===== src/rtl/fir_mac_controller.sv =====
`default_nettype none
// +--------------------------------------------------------------------------+
// | fir_mac_controller: sequencing FSM for the FIR delay line, tap walk,      |
// | multiplier issue, accumulator and output handshake.                       |
// | Optional: FIR_CTRL_PERF_EN adds perf_samples / perf_stalls counters.      |
// | Revision: 1.0                                                            |
// +--------------------------------------------------------------------------+
module fir_mac_controller #(
  parameter int TAPS    = 8,
  parameter int MUL_LAT = 3,
  parameter int ADDR_W  = ($clog2(TAPS) > 1) ? $clog2(TAPS) : 1
) (
  input  logic              clk,
  input  logic              reset,
  input  logic              in_valid,
  output logic              in_ready,
  input  logic              out_ready,
  output logic              out_valid,
  output logic              sr_load,
  output logic [ADDR_W-1:0] coef_addr,
  output logic              mul_valid,
  output logic              acc_clear,
  output logic              acc_load,
  output logic              out_load,
  output logic              busy
`ifdef FIR_CTRL_PERF_EN
  ,
  output logic [31:0]       perf_samples,
  output logic [31:0]       perf_stalls
`endif
);

  localparam int DRAIN_W = (MUL_LAT > 1) ? $clog2(MUL_LAT) : 1;

  localparam logic [2:0] c_idle  = 3'd0;
  localparam logic [2:0] c_load  = 3'd1;
  localparam logic [2:0] c_mac   = 3'd2;
  localparam logic [2:0] c_drain = 3'd3;
  localparam logic [2:0] c_wb    = 3'd4;
  localparam logic [2:0] c_hold  = 3'd5;

  localparam logic [ADDR_W-1:0]  c_k_last     = ADDR_W'(TAPS - 1);
  localparam logic [DRAIN_W-1:0] c_drain_last = DRAIN_W'(MUL_LAT - 1);

  logic [2:0]         r_state;
  logic [ADDR_W-1:0]  r_k;
  logic [DRAIN_W-1:0] r_drain;
  logic [MUL_LAT-1:0] r_pipe;
  logic               w_accept;
  logic               w_out_hs;

  // in_ready is the only combinational output; it is gated by reset so the
  // source never sees a ready while the controller is held in reset.
  assign in_ready  = (r_state == c_idle) & reset;
  assign w_accept  = in_valid & in_ready;
  assign w_out_hs  = out_valid & out_ready;

  assign sr_load   = (r_state == c_load);
  assign acc_clear = (r_state == c_load);
  assign mul_valid = (r_state == c_mac);
  assign coef_addr = (r_state == c_mac) ? r_k : '0;
  assign out_load  = (r_state == c_wb);
  assign out_valid = (r_state == c_hold);
  assign busy      = (r_state != c_idle);
  assign acc_load  = r_pipe[MUL_LAT-1];

  always_ff @(posedge clk or negedge reset) begin
    if (!reset) begin
      r_state <= c_idle;
      r_k     <= '0;
      r_drain <= '0;
    end else begin
      case (r_state)
        c_idle: begin
          if (w_accept) r_state <= c_load;
        end
        c_load: begin
          r_k     <= '0;
          r_state <= c_mac;
        end
        c_mac: begin
          if (r_k == c_k_last) begin
            r_k     <= '0;
            r_drain <= '0;
            r_state <= c_drain;
          end else begin
            r_k <= r_k + 1'b1;
          end
        end
        c_drain: begin
          if (r_drain == c_drain_last) begin
            r_drain <= '0;
            r_state <= c_wb;
          end else begin
            r_drain <= r_drain + 1'b1;
          end
        end
        c_wb: begin
          r_state <= c_hold;
        end
        c_hold: begin
          if (out_ready) r_state <= c_idle;
        end
        default: begin
          r_state <= c_idle;
        end
      endcase
    end
  end

  // Issue-to-accumulate delay matches the multiplier pipeline depth exactly.
  generate
    if (MUL_LAT == 1) begin : g_pipe_one
      always_ff @(posedge clk or negedge reset) begin
        if (!reset) r_pipe <= '0;
        else        r_pipe <= mul_valid;
      end
    end else begin : g_pipe_shift
      always_ff @(posedge clk or negedge reset) begin
        if (!reset) r_pipe <= '0;
        else        r_pipe <= {r_pipe[MUL_LAT-2:0], mul_valid};
      end
    end
  endgenerate

`ifdef FIR_CTRL_PERF_EN
  logic [31:0] r_perf_samples;
  logic [31:0] r_perf_stalls;

  always_ff @(posedge clk or negedge reset) begin
    if (!reset) begin
      r_perf_samples <= '0;
      r_perf_stalls  <= '0;
    end else begin
      if (w_out_hs) r_perf_samples <= r_perf_samples + 32'd1;
      if (out_valid && !out_ready) r_perf_stalls <= r_perf_stalls + 32'd1;
    end
  end

  assign perf_samples = r_perf_samples;
  assign perf_stalls  = r_perf_stalls;
`else
  logic w_unused;
  assign w_unused = w_out_hs;
`endif

endmodule
`default_nettype wire


===== config.mk =====
export PLATFORM = sky130hd
export DESIGN_NAME = fir_mac_controller
export DESIGN_NICKNAME = d
export VERILOG_FILES = /design/src/rtl/fir_mac_controller.sv
export SDC_FILE = /design/constraint.sdc
export NUM_CORES = 1
export LEC_CHECK = 0
export ABC_AREA = 1
export BUFFER_PORTS_ARGS = -buffer_cell sky130_fd_sc_hd__buf_2
export CAP_MARGIN = 20
export CORE_AREA = 2 2 39 41
export CTS_CLUSTER_SIZE = 20
export DETAILED_ROUTE_END_ITERATION = 6
export DIE_AREA = 0 0 41 43
export PLACE_DENSITY = 0.67
export SYNTH_ARGS = -nofsm -noshare
export SYNTH_HDL_FRONTEND = slang
export SYNTH_SLANG_ARGS = --single-unit

===== constraint.sdc =====
create_clock -name clk -period 3.4 [get_ports clk]
set_input_delay 0.68 -clock clk [delete_from_list [all_inputs] [get_ports clk]]
set_output_delay 0.68 -clock clk [all_outputs]
set_load 0.02 [all_outputs]

==> out/metrics.yaml <==
power_and_ir_drop:
  ir_drop_v: 0.0005015
  p_leak_nw: 0.3831
  power_mw: 0.6460
  p_per_area_nw_per_um2: 974.1
layout:
  fin_area_sq_um: 663.1
  fin_nets: 95
  antenna_cells: 0
  drive_gt1_frac: 0.2386
  nFillCells: 144
  layout_common_cells: "nand2_1 (14), buf_2 (14), inv_1 (13)"
  areaGrowthSynthToFinish_pct: 17.26
  fin_cells: 104
cts:
  cts_tree: "yes"
  root_buffer: "clkbuf_4"
  cts_hold_repair.buffers: 0
  clkSlewWorstSetupHoldPaths_ns: 0.07
  max-clock-path-buffers: 2
  post-cts-setup-buffers: 0
  numCtsBuffers: 3
  cts-htree-levels: 1
  clock_latency_ns: 0.26
  ctsResizeCount: 0
  cts.sinks: 11
critical_path:
  worstPathMaxFanout: 8
  cp-end-kind: "primary output"
  worstSetupStartpoint: "r_state[0]"
  cp_data_required_time_ns: 2.72
  r2r-end: "r_state[1]"
  worst-r2r-cell-count: 8
  arrival_ns: 1.34
  cp-start-kind: "register"
  critPathKind: "reg2out"
  r2r_setup_slack_ns: 2.02
  crit_path_end: "coef_addr[0]"
  timing.rr.start: "r_k[0]"
status:
  status: "finished, final reports clean"
place:
  portBuffers: 14
  gp_congestion: 0.6960
  place_hpwl_microns: 756.9
  dp_cells: 100
  placed_cell_area_sq_um: 636.9
grt:
  grt_max_degree: 14
  grt_use_met1: 0.2047
  grt_pass1_wl_microns: 1593
  grt_pass1_vias: 396
  met2_usage: 0.1625
  globalRouteMet3Util: 0.03141
  grtUsageTotal: 0.1302
  top_usage_layer: "met1"
  overflow: 0
  antenna_found_initial: 0
synthesis:
  synthDistinctLibCells: 16
  synthSimpleGateAreaFrac: 0.2500
  synth_top_cells_by_area: "dfrtp_1 (49%), nand2_1 (9.3%), inv_1 (8.6%)"
  synth_top_family_by_area: "simple AND/OR/NAND/NOR gates"
  yosysTopAreaCellShare: 0.4867
  syn_area_sq_um: 565.5
  synth_mux_area_frac: 0
  yosysWarnings: 0
  syn_nets: 78
  ys_seq_area_frac: 0.4867
  synthXorXnorAreaFrac: 0
  syn_avg_cell_area_sq_um: 7.855
  ys_ff_latch: 11
  synth_fa_ha_area_frac: 0.04425
  synth_top_area_cell: "dfrtp_1"
  synth_compound_area_frac: 0.09292
  netlist_instances: 72
route:
  via_per_inst: 4.587
  drt_iter0_drc: 8
  ant_nets: 0
  dr.pass1.iters: 4
  remaining_drc_errors: 0
  vias: 477
  routed_wl_microns: 979
  post_drt_wl_per_cell_microns: 9.413
sta:
  period_needed_ns: 2.020
  fin_worst_skew_ns: 0.004001
  tns_ns: 0
  timing_hold_violations_final: 0
  finalSetupViolCount: 0
  fmax_ghz: 0.4951
  tightest_slew_ns: 0.2741
  rsz0062_at_grt: "false"
  max-slew-margin-rel: 0.8172
  min_period_over_period: 0.5940
  finalMaxSlewViolations: 0
floorplan:
  core-area_sq_um: 1384
  die_area_sq_um: 1763
  die_height_microns: 43
  start_util: 0.4087
  num_io_pins: 15
  rows: 14
  die-width_microns: 41
run:
  maxCapViolCount: 0
min_path:
  hp-class: "in2async"
## where the power goes
part / leakage [nW] / switching [mW] / internal (mW)
Combinational: 0.225 / 0.216 / 0.106
Clock: 0.0150 / 0.0421 / 0.0453
Sequential: 0.143 / 0.0476 / 0.189
## state kept, by name, summed over array words and instances (netlist names)
register,cells
r_k,3
r_pipe,3
r_state,3
r_drain,2
## synthesized netlist by cell type, drive strengths merged
cell / n
nor2: 10
nand2: 16
nand3: 6
buf: 2
o21bai: 1
ha: 2
o21ai: 8
nand4: 1
dfrtp: 11
a21oi: 1
inv: 14
## routing by layer
metal,vias up,share of wire
li1,254,-
met1,208,0.50
met2,13,0.44
met3,2,0.048
met4,0,0.013
met5,-,0
## through the flow
| stage | util | worst slack (ns) | hold slack, ns |
|---|---|---|---|
| final | 0.4792 | 1.380 | 0.2830 |
| after global routing | 0.4792 | 1.279 | 0.3027 |
| after CTS | 0.4792 | 1.369 | 0.2922 |
| after detailed placement | 0.4602 | 1.443 | 0.3411 |
| after global placement | 0.4602 | 1.446 | 0.3329 |
| after floorplan | - | 1.630 | 0.3312 |
## worst max-delay path, cell delays in order, from the launching register on
cell and delay [ns]:
dfrtp_1 0.46, nor2_1 0.17, nand2_2 0.12, nor2_1 0.14
buf_2 0.18
## layout make-up
| type | instances | area (sq um) | share of cell area |
|---|---|---|---|
| multi-input cells | 45 | 219.0 | 0.3302 |
| well taps | 16 | 20.02 | 0.03019 |
| repair buffers | 14 | 70.07 | 0.1057 |
| clock buffers | 4 | 26.28 | 0.03962 |
| inverters | 14 | 52.55 | 0.07925 |
| flip-flops and latches | 11 | 275.3 | 0.4151 |
## logic make-up (layout without fill, tap and decap cells)
| kind of cell | Yosys count | in the layout |
|---|---|---|
| compound gates | 10 | 10 |
| fa+ha+maj | 2 | 2 |
| simple gates | 33 | 33 |
| flops | 11 | 11 |
| buf+inv | 16 | 32 |
## how the worst min path moves through the flow
stage,start,endpoint,slack [ns],cells after the start
floorplan,r_pipe[0],r_pipe[1],0.33,0
global placement,r_pipe[1],r_pipe[2],0.33,0
detailed placement,r_pipe[0],r_pipe[1],0.34,0
CTS,reset,r_k[1],0.29,1
global route,reset,r_k[1],0.30,1
finish,reset,r_state[2],0.28,1
(Power assumes the default switching activity.)
